<file path="src/rtl/countdown_pkg.sv">
// Shared types and defaults for the countdown scheduler and its arbiter.
package countdown_pkg;

  typedef enum logic [1:0] {
    ST_IDLE  = 2'd0,
    ST_COUNT = 2'd1,
    ST_DONE  = 2'd2
  } state_t;

  localparam int DEF_N_REQ = 4;
  localparam int DEF_WIDTH = 4;

endpackage

</file>
<file path="src/rtl/rr_arbiter.sv">
// Combinational round-robin arbiter: first active request at or after the pointer wins.
module rr_arbiter #(
  parameter int N_REQ = 4,
  parameter int IDX_W = $clog2(N_REQ)
) (
  input  logic [N_REQ-1:0] i_req,
  input  logic [IDX_W-1:0] i_ptr,
  output logic [N_REQ-1:0] o_winner,
  output logic [IDX_W-1:0] o_idx
);

  logic w_found;

  // Walk the requesters starting at the pointer, wrapping modulo N_REQ.
  always_comb begin
    w_found  = 1'b0;
    o_winner = '0;
    o_idx    = '0;
    for (int k = 0; k < N_REQ; k++) begin
      if (!w_found && i_req[(int'(i_ptr) + k) % N_REQ]) begin
        w_found  = 1'b1;
        o_idx    = IDX_W'((int'(i_ptr) + k) % N_REQ);
        o_winner = N_REQ'(1) << ((int'(i_ptr) + k) % N_REQ);
      end
    end
  end

endmodule

</file>
<file path="src/rtl/countdown_sched.sv">
// Round-robin sequencer sharing one down-counter among N_REQ requesters.
module countdown_sched
  import countdown_pkg::*;
#(
  parameter int N_REQ = DEF_N_REQ,
  parameter int WIDTH = DEF_WIDTH
) (
  input  logic                   clk,
  input  logic                   rst_n,
  input  logic [N_REQ-1:0]       req,
  input  logic [N_REQ*WIDTH-1:0] req_load,
  output logic [N_REQ-1:0]       gnt,
  output logic                   busy,
  output logic [WIDTH-1:0]       cnt,
  output logic [N_REQ-1:0]       done
);

  localparam int IDX_W = $clog2(N_REQ);

  state_t           r_state;
  logic [WIDTH-1:0] r_cnt;
  logic [N_REQ-1:0] r_gnt;
  logic [N_REQ-1:0] r_done;
  logic             r_busy;
  logic [IDX_W-1:0] r_ptr;
  logic [IDX_W-1:0] r_idx;

  logic [N_REQ-1:0] w_winner;
  logic [IDX_W-1:0] w_winnerIdx;
  logic [WIDTH-1:0] w_load;
  logic [IDX_W-1:0] w_ptrNext;

  rr_arbiter #(
    .N_REQ (N_REQ),
    .IDX_W (IDX_W)
  ) u_arb (
    .i_req    (req),
    .i_ptr    (r_ptr),
    .o_winner (w_winner),
    .o_idx    (w_winnerIdx)
  );

  assign w_load    = req_load[int'(w_winnerIdx)*WIDTH +: WIDTH];
  assign w_ptrNext = (w_winnerIdx == IDX_W'(N_REQ-1)) ? '0 : w_winnerIdx + 1'b1;

  // Zero is tested before decrementing, so the counter never wraps.
  always_ff @(posedge clk or negedge rst_n) begin
    if (!rst_n) begin
      r_state <= ST_IDLE;
      r_cnt   <= '0;
      r_gnt   <= '0;
      r_done  <= '0;
      r_busy  <= 1'b0;
      r_ptr   <= '0;
      r_idx   <= '0;
    end else begin
      r_done <= '0;
      case (r_state)
        ST_IDLE: begin
          if (|req) begin
            r_state <= ST_COUNT;
            r_gnt   <= w_winner;
            r_idx   <= w_winnerIdx;
            r_cnt   <= w_load;
            r_ptr   <= w_ptrNext;
            r_busy  <= 1'b1;
          end
        end
        ST_COUNT: begin
          if (!req[r_idx]) begin
            r_state <= ST_IDLE;
            r_gnt   <= '0;
            r_cnt   <= '0;
            r_busy  <= 1'b0;
          end else if (r_cnt == '0) begin
            r_state <= ST_DONE;
            r_done  <= r_gnt;
          end else begin
            r_cnt <= r_cnt - 1'b1;
          end
        end
        ST_DONE: begin
          r_state <= ST_IDLE;
          r_gnt   <= '0;
          r_busy  <= 1'b0;
        end
        default: begin
          r_state <= ST_IDLE;
          r_gnt   <= '0;
          r_cnt   <= '0;
          r_busy  <= 1'b0;
        end
      endcase
    end
  end

  assign gnt  = r_gnt;
  assign busy = r_busy;
  assign cnt  = r_cnt;
  assign done = r_done;

endmodule

</file>
<file path="config.mk">
export PLATFORM = sky130hd
export DESIGN_NAME = countdown_sched
export DESIGN_NICKNAME = d
export VERILOG_FILES = /design/src/rtl/countdown_pkg.sv /design/src/rtl/rr_arbiter.sv /design/src/rtl/countdown_sched.sv
export SDC_FILE = /design/constraint.sdc
export NUM_CORES = 1
export LEC_CHECK = 0
export ABC_AREA = 0
export CORE_MARGIN = 2
export CORE_UTILIZATION = 51
export CTS_CLUSTER_SIZE = 30
export DETAILED_ROUTE_END_ITERATION = 6
export GPL_TIMING_DRIVEN = 0
export PLACE_DENSITY = 0.8
export SYNTH_ARGS = -nofsm -noshare
export SYNTH_HDL_FRONTEND = slang
export SYNTH_SLANG_ARGS = --single-unit
</file>
<file path="constraint.sdc">
create_clock -name clk -period 3.3 [get_ports clk]
set_input_delay 0.66 -clock clk [delete_from_list [all_inputs] [get_ports clk]]
set_output_delay 0.66 -clock clk [all_outputs]
set_load 0.005 [all_outputs]
</file>
==> results of run 1 <==
## per-layer routing
metal,part of all wire,vias to the layer above
met1,0.41,762
met2,0.53,54
li1,-,777
met4,0.018,0
met3,0.044,6
met5,0,-
## worst max-delay path: stages, from the launching register on
cell and delay (ns):
dfrtp_1 0.46, buf_6 0.17, inv_1 0.20, ha_1 0.28, buf_2 0.19, or3b_1 0.41, a2111oi_2 0.42, nor3_1 0.14
a21o_1 0.28, a31oi_1 0.24, o21ai_0 0.11
## per-stage QoR
step                power [mW]  hold WS [ns]  cells  cell area, µm²  worst slack [ns]
CTS                       1.82         0.522    263            2100             0.230
global route              2.00         0.536    263            2100            0.0439
finish                    1.82         0.516    263            2100             0.277
floorplan                 1.34         0.364    181            1670             0.704
global placement          1.64         0.460    259            2070             0.343
detailed placement        1.69         0.495    259            2070             0.270
## cells in the mapped netlist, types with 5 or more instances
cell      count
nand2_1       9
nor3_1        5
a22oi_1       8
o211ai_1      5
a21oi_1       9
o221ai_1      5
mux2i_1       8
ha_1          9
dfrtp_1      19
buf_2         7
o21ai_0      14
nor2_1        9
inv_1         7
## flip-flops by register name, summed over array words and instances, names as in the netlist
| register | flops |
|---|---|
| cnt | 4 |
| r_state | 2 |
| busy | 1 |
| r_idx | 2 |
| r_ptr | 2 |
| gnt | 4 |
| done | 4 |
## kinds of logic (layout without fill, tap and decap cells)
group | Yosys count | in the layout | share of synthesized area
AO/OA/AOI/OAI | 69 | 69 | 0.305
AND/OR/NAND/NOR | 48 | 48 | 0.156
flip-flops | 19 | 19 | 0.284
buffers and inverters | 19 | 57 | 0.0569
multiplexers | 17 | 17 | 0.131
adder cells (fa/ha/maj) | 9 | 9 | 0.0674
## area by class of cell
class,instances,area share
plain buffers,12,0.0328
clock buffers,3,0.0107
clock inverters,1,0.00358
inverters,7,0.0125
multi-input cells,143,0.525
flip-flops and latches,19,0.227
well taps,44,0.0262
repair buffers,34,0.162
## power by group through the flow
stage               logic, mW  registers (mW)  clock network [mW]
finish                   1.29           0.402               0.120
global route             1.44           0.419               0.133
CTS                      1.29           0.402               0.124
detailed placement       1.29           0.405                   0
global placement         1.24           0.398                   0
floorplan               0.948           0.390                   0
## worst paths after layout
| path | from | end | slack [ns] | cells after the start |
|---|---|---|---|---|
| setup / recovery | r_ptr[1] | cnt[2] | 0.28 | 10 |
| hold / removal | busy | busy | 0.52 | 2 |
| setup reg to reg | r_ptr[1] | cnt[2] | 0.28 | 10 |
| hold reg to reg | busy | busy | 0.52 | 2 |
| max in group asynchronous | rst_n | r_ptr[0] | 1.93 | 1 |
| min in group asynchronous | rst_n | done[2] | 0.82 | 1 |
==> metrics.txt, run 1 <==
outcome=finished, final reports clean; crit path DAT=3.20 ns; post-synth top area cell=dfrtp_1; sequential share of the synthesized area=0.284; minimum clock period=3.02 ns; Yosys top cell area share=0.284; Final Cycle Share=0.916; Syn Area/Cell=9.24 µm²; Worst slew margin=0.398; setup TNS=0 ns; Die W=61.3 µm; Starting Density=0.543; clk_lat worst skew=0.30 ns; commonest non-fill, non-tap cells in the layout=clkdlybuf4s50_1 (34), dfrtp_1 (18), o21ai_0 (14); Seq pwr share=0.222; count of input and output buffers=34; Critical Path Source Type=register; WL per Instance=16.2 µm; clk buf depth=2; GRT Overall Usage=0.255; # IOs=35; Yosys reg bits=19; Reg area=477 µm²; Switch Pwr=863 µW; PwrDens=865 nW/µm²; # DRC=0; fin nets=251; Vias=1599; post-synthesis cell type count=48; Final setup violation count=0; Num CTS Buffers=3; EDFF count, synth=0; maxcap violations=0; Post-CTS Setup Inserts=0; vias in the first global route=1511; YS warnings=0; H-tree levels=1; Max Clk Rate=331 MHz; Post-synth ARST share=1.00; main flop type after synthesis=dfrtp_1; remaining global-route overflow=0; share of layout cells above drive strength 1=0.132; Clock power frac=0.066; commonest non-fill, non-tap cell in the layout=clkdlybuf4s50_1; First-pass DRT Iterations=4; Resize count post-CTS=0; hold_buf cts=0; crit path max fanout=10; clk_skew=0.00181 ns; Crit. End Element=register; # diodes=0; initial drt markers=94; antenna violations before repair=0; Worst Tran Pin Value=0.894 ns; filler instances=270; ranking of synthesized cells by area=dfrtp_1 (28%), ha_1 (6.7%), mux2i_1 (4.8%); die area=3750 µm²; clock sink count=19; row count=20; Routed WL=4270 µm; Critical Path RT=3.48 ns; leakage=0.869 nW; remaining antenna violation count=0; Power Internal=952 µW; met1 Track Usage GR=0.330; combinational power share=0.712; DP Wirelength=3430 µm; RSZ-0062 raised after global routing=no; Gate Count Post-Synth=181; synthesized area=1670 µm²; GRT busiest layer=met2; multi-input logic area=1100 µm²; first-pass GRT wire length=7200 µm; crit path kind=reg2reg; met3 Use GR=0.0210; switching share of power=0.476; Final Hold Fails=0; pins over their slew limit=0; Core Area=3080 µm²; Net Count, Synth=212; Root Driver=clkbuf_4; fin util=0.682; clock-pin slew on the worst setup and hold paths=0.11 ns; Die H=61.3 µm; Worst VDD drop=0.000386 V; Layout area overhead=25.5%; largest net degree at the start of global routing=20; TritonCTS clock tree=yes; routed vias/inst=6.08; met2 Use GR=0.454; gpl congestion=0.915; Hold Path Class=reg2reg
Power figures use the tool's default switching activity.
==> run 2, diff against run 1 <==
CORE_MARGIN = unset   (was 2)
==> run 2 against run 1 <==
Clock skew grew 0.0034 ns. Worst hold slack is essentially flat. Highest routed layer unchanged. Count of clock-buffer cells in the layout is the same. Final cell count is the same. Largest cell class unchanged. Final area is the same. Combinational power is essentially flat. Worst setup slack lost 0.026 ns. Sequential power is essentially flat. Routed wire length grew 1.1%. Power grew 1.1%. Global-route usage grew 1.8 points.
==> metrics.txt, run 2 (same netlist as run 1, synthesis figures left out) <==
Crit. End Element=register; clk_skew=0.00526 ns; clk_lat worst skew=0.31 ns; vias in the first global route=1591; GRT Overall Usage=0.273; first-pass GRT wire length=7180 µm; Final setup violation count=0; Num CTS Buffers=3; Worst Tran Pin Value=0.890 ns; TritonCTS clock tree=yes; Hold Path Class=reg2reg; gpl congestion=0.875; remaining antenna violation count=0; minimum clock period=3.05 ns; cells along the critical path=inv_1 -> ha_1 -> buf_2 -> or3b_1 -> a2111oi_2 -> nor3_1 -> a21o_1 -> a31oi_1 -> o21ai_0; Die H=59.3 µm; Starting Density=0.543; antenna violations before repair=0; outcome=finished, final reports clean; # IOs=35; Root Driver=clkbuf_4; hold_buf cts=0; Final Non-Filler Cells=263; largest net degree at the start of global routing=20; die area=3510 µm²; fin nets=251; Crit path max-delay family=compound AO/OA/AOI/OAI gates; Core Area=3080 µm²; commonest non-fill, non-tap cells in the layout=clkdlybuf4s50_1 (34), dfrtp_1 (18), o21ai_0 (14); Worst slew margin=0.401; share of layout cells above drive strength 1=0.132; PwrDens=875 nW/µm²; Worst VDD drop=0.000382 V; Layout area overhead=25.5%; pins over their slew limit=0; Critical Path Source Type=register; Vias=1630; clock sink count=19; crit-path max cell delay=0.49 ns; CP bufs+invs=2; # placed instances=259; WL per Instance=16.4 µm; RSZ-0062 raised after global routing=no; DP Wirelength=3460 µm; H-tree levels=1; remaining global-route overflow=0; initial drt markers=84; crit path kind=reg2reg; clk buf depth=2; crit path DAT=3.24 ns; Critical Path RT=3.49 ns; Die W=59.3 µm; leakage=0.869 nW; count of input and output buffers=34; Final Cycle Share=0.924; clock-pin slew on the worst setup and hold paths=0.11 ns; cell area after layout=2100 µm²; setup TNS=0 ns; routed vias/inst=6.20; DP Area=2070 µm²; # DRC=0; Routed WL=4310 µm; Max Clk Rate=328 MHz; crit path max-delay cell type=dfrtp_2; maxcap violations=0; row count=20; Final Hold Fails=0; # diodes=0; commonest non-fill, non-tap cell in the layout=clkdlybuf4s50_1; First-pass DRT Iterations=4; crit path max fanout=10
-- run 2: cell counts in the layout (fill, tap and decap cells not counted) --
Identical to the previous run, type by type.
-- run 2: repair_timing --
action	4_1_cts	5_1_grt
resized for setup	0	1
setup buffers	0	0
setup endpoints to repair	0	2
-- run 2: path summary, 6_finish.rpt --
| kind | from | cells past startpoint | endpoint | slack, ns |
|---|---|---|---|---|
| setup / recovery | r_ptr[0] | 9 | cnt[2] | 0.25 |
| hold / removal | busy | 2 | busy | 0.52 |
| setup reg to reg | r_ptr[0] | 9 | cnt[2] | 0.25 |
| hold reg to reg | busy | 2 | busy | 0.52 |
| max in group asynchronous | rst_n | 1 | r_ptr[0] | 1.95 |
| min in group asynchronous | rst_n | 1 | busy | 0.80 |
-- run 2: worst reg2reg max path: stages, from the launching register on --
cell	delay, ns
dfrtp_2	0.49
inv_1	0.32
ha_1	0.30
buf_2	0.18
or3b_1	0.41
a2111oi_2	0.40
nor3_1	0.15
a21o_1	0.27
a31oi_1	0.28
o21ai_0	0.12
-- run 2: area by class of cell --
type                    count  area (µm²)
clock buffers               3        22.5
fillers                   257         980
well taps                  44        55.1
flip-flops and latches     19         477
inverters                   7        26.3
clock inverters             1        7.51
multi-input cells         143        1100
plain buffers              12        68.8
repair buffers             34         340
-- run 2: metrics by stage --
step | total power, mW | hold slack (ns) | setup slack, ns | util
2_1_floorplan | 1.34 | 0.364 | 0.704 | -
3_3_place_gp | 1.65 | 0.461 | 0.281 | 0.672
3_5_place_dp | 1.71 | 0.494 | 0.232 | 0.672
4_1_cts | 1.82 | 0.521 | 0.188 | 0.681
5_1_grt | 1.99 | 0.533 | 0.0357 | 0.682
6_report | 1.84 | 0.516 | 0.251 | 0.682
-- run 2: routing by layer --
metal	GRT usage	vias to the layer above	wire, µm
met1	0.327	801	1810
met3	0.0197	7	137
met2	0.486	49	2290
met4	0.139	0	76
met5	0	-	0
li1	-	773	-
-- run 2: power by group --
group | switching (mW) | leakage (nW) | internal, mW | total [mW]
Sequential | 0.0857 | 0.243 | 0.315 | 0.401
Clock | 0.0789 | 0.0139 | 0.0464 | 0.125
Combinational | 0.718 | 0.613 | 0.591 | 1.31
==> run 3, diff against run 2 <==
PLACE_DENSITY = 0.89   (was 0.8)
==> run 3 against run 2 <==
Fmax up 1.3%. Global-route usage shrank 4.2 points. Count of clock-buffer cells in the layout unchanged. Utilization down 0.12 points. Final cell count did not move. Critical path type unchanged. Critical endpoint unchanged. Largest cell class unchanged. Highest routed layer unchanged.
==> metrics.txt, run 3 (same netlist as run 1, synthesis figures left out) <==
outcome=finished, final reports clean; Critical Path Source Type=register; r2r startpoint=r_ptr[0]; crit path kind=reg2reg; die area=3510 µm²; clock sink count=19; Worst VDD drop=0.000537 V; filler instances=238; clk_skew=0.00163 ns; First-pass DRT Iterations=4; # DRC=0; Core Area=3080 µm²; vias in the first global route=1361; PwrDens=857 nW/µm²; commonest non-fill, non-tap cell in the layout=clkdlybuf4s50_1; worst setup path startpoint=r_ptr[0]; RSZ-0062 raised after global routing=no; leakage=0.874 nW; reg2reg setup slack=0.29 ns; share of layout cells above drive strength 1=0.128; H-tree levels=1; count of input and output buffers=34; remaining antenna violation count=0; clk buf depth=2; gpl congestion=0.908; R2R Path End=cnt[2]; TritonCTS clock tree=yes; Final Cycle Share=0.912; Final setup violation count=0; clock-pin slew on the worst setup and hold paths=0.10 ns; Worst slew margin=0.424; Root Driver=clkbuf_4; initial drt markers=76; Num CTS Buffers=3; Resize count post-CTS=0; GRT Overall Usage=0.231; first-pass GRT wire length=6210 µm; fin nets=251; Critical Path End=cnt[2]; pins over their slew limit=0; Starting Density=0.543; largest net degree at the start of global routing=20; crit path DAT=3.20 ns; Worst Tran Pin Value=0.855 ns; setup TNS=0 ns; minimum clock period=3.01 ns; remaining global-route overflow=0; Final Hold Fails=0; Routed WL=3840 µm; clk_lat worst skew=0.30 ns; Post-CTS Setup Inserts=0; FF-to-FF path depth=9; routed vias/inst=5.93; row count=20; maxcap violations=0; # diodes=0; Max Clk Rate=332 MHz; Die H=59.3 µm; Layout area overhead=25.3%; # IOs=35; Critical Path RT=3.49 ns; WL per Instance=14.6 µm; Crit. End Element=register; DP Wirelength=3080 µm; hold_buf cts=0; Vias=1560; antenna violations before repair=0; Hold Path Class=reg2reg; Die W=59.3 µm; commonest non-fill, non-tap cells in the layout=clkdlybuf4s50_1 (34), dfrtp_1 (19), o21ai_0 (14); total power=1.80 mW; crit path max fanout=10
==> run 3: stage by stage <==
step | setup WS (ns) | hold slack (ns) | util | instances | area (µm²)
global placement | 0.342 | 0.466 | 0.672 | 259 | 2070
floorplan | 0.704 | 0.364 | - | 181 | 1670
finish | 0.291 | 0.495 | 0.680 | 263 | 2090
CTS | 0.279 | 0.503 | 0.680 | 263 | 2090
detailed placement | 0.316 | 0.471 | 0.672 | 259 | 2070
global route | 0.0761 | 0.526 | 0.680 | 263 | 2090
==> run 3: power breakdown <==
part	internal [mW]	switching [mW]	total (mW)
combinational	0.589	0.689	1.28
sequential	0.314	0.0862	0.400
clock	0.0453	0.0720	0.117
==> run 3: how the worst min path moves through the flow <==
stage / cells after the start / slack [ns] / end / from
final: 2 / 0.50 / busy / busy
after global routing: 2 / 0.53 / busy / busy
after CTS: 2 / 0.50 / busy / busy
after detailed placement: 2 / 0.47 / busy / busy
after global placement: 2 / 0.47 / busy / busy
after floorplan: 0 / 0.36 / busy / rst_n
==> run 3: worst max-delay path, stage by stage, from the launching register on <==
cell and delay [ns]:
dfrtp_1 0.50, inv_1 0.37, ha_1 0.30, buf_2 0.18, or3b_1 0.40, a2111oi_2 0.39, nor3_1 0.15, a21o_1 0.28
a31oi_1 0.24, o21ai_0 0.10
==> run 3: cell type report <==
class / count / area, µm² / area share
plain buffers: 12 / 68.8 / 0.0329
clock buffers: 3 / 22.5 / 0.0108
clock inverters: 1 / 5.00 / 0.00239
inverters: 7 / 26.3 / 0.0125
multi-input cells: 143 / 1100 / 0.526
flip-flops and latches: 19 / 475 / 0.227
well taps: 44 / 55.1 / 0.0263
repair buffers: 34 / 340 / 0.162
==> run 3: layer usage <==
| layer | GRT usage | up-vias | share of wire |
|---|---|---|---|
| met5 | 0 | - | 0 |
| met4 | 0.0748 | 0 | 0.013 |
| met3 | 0.00655 | 5 | 0.042 |
| met2 | 0.395 | 44 | 0.49 |
| met1 | 0.314 | 729 | 0.46 |
| li1 | - | 782 | - |
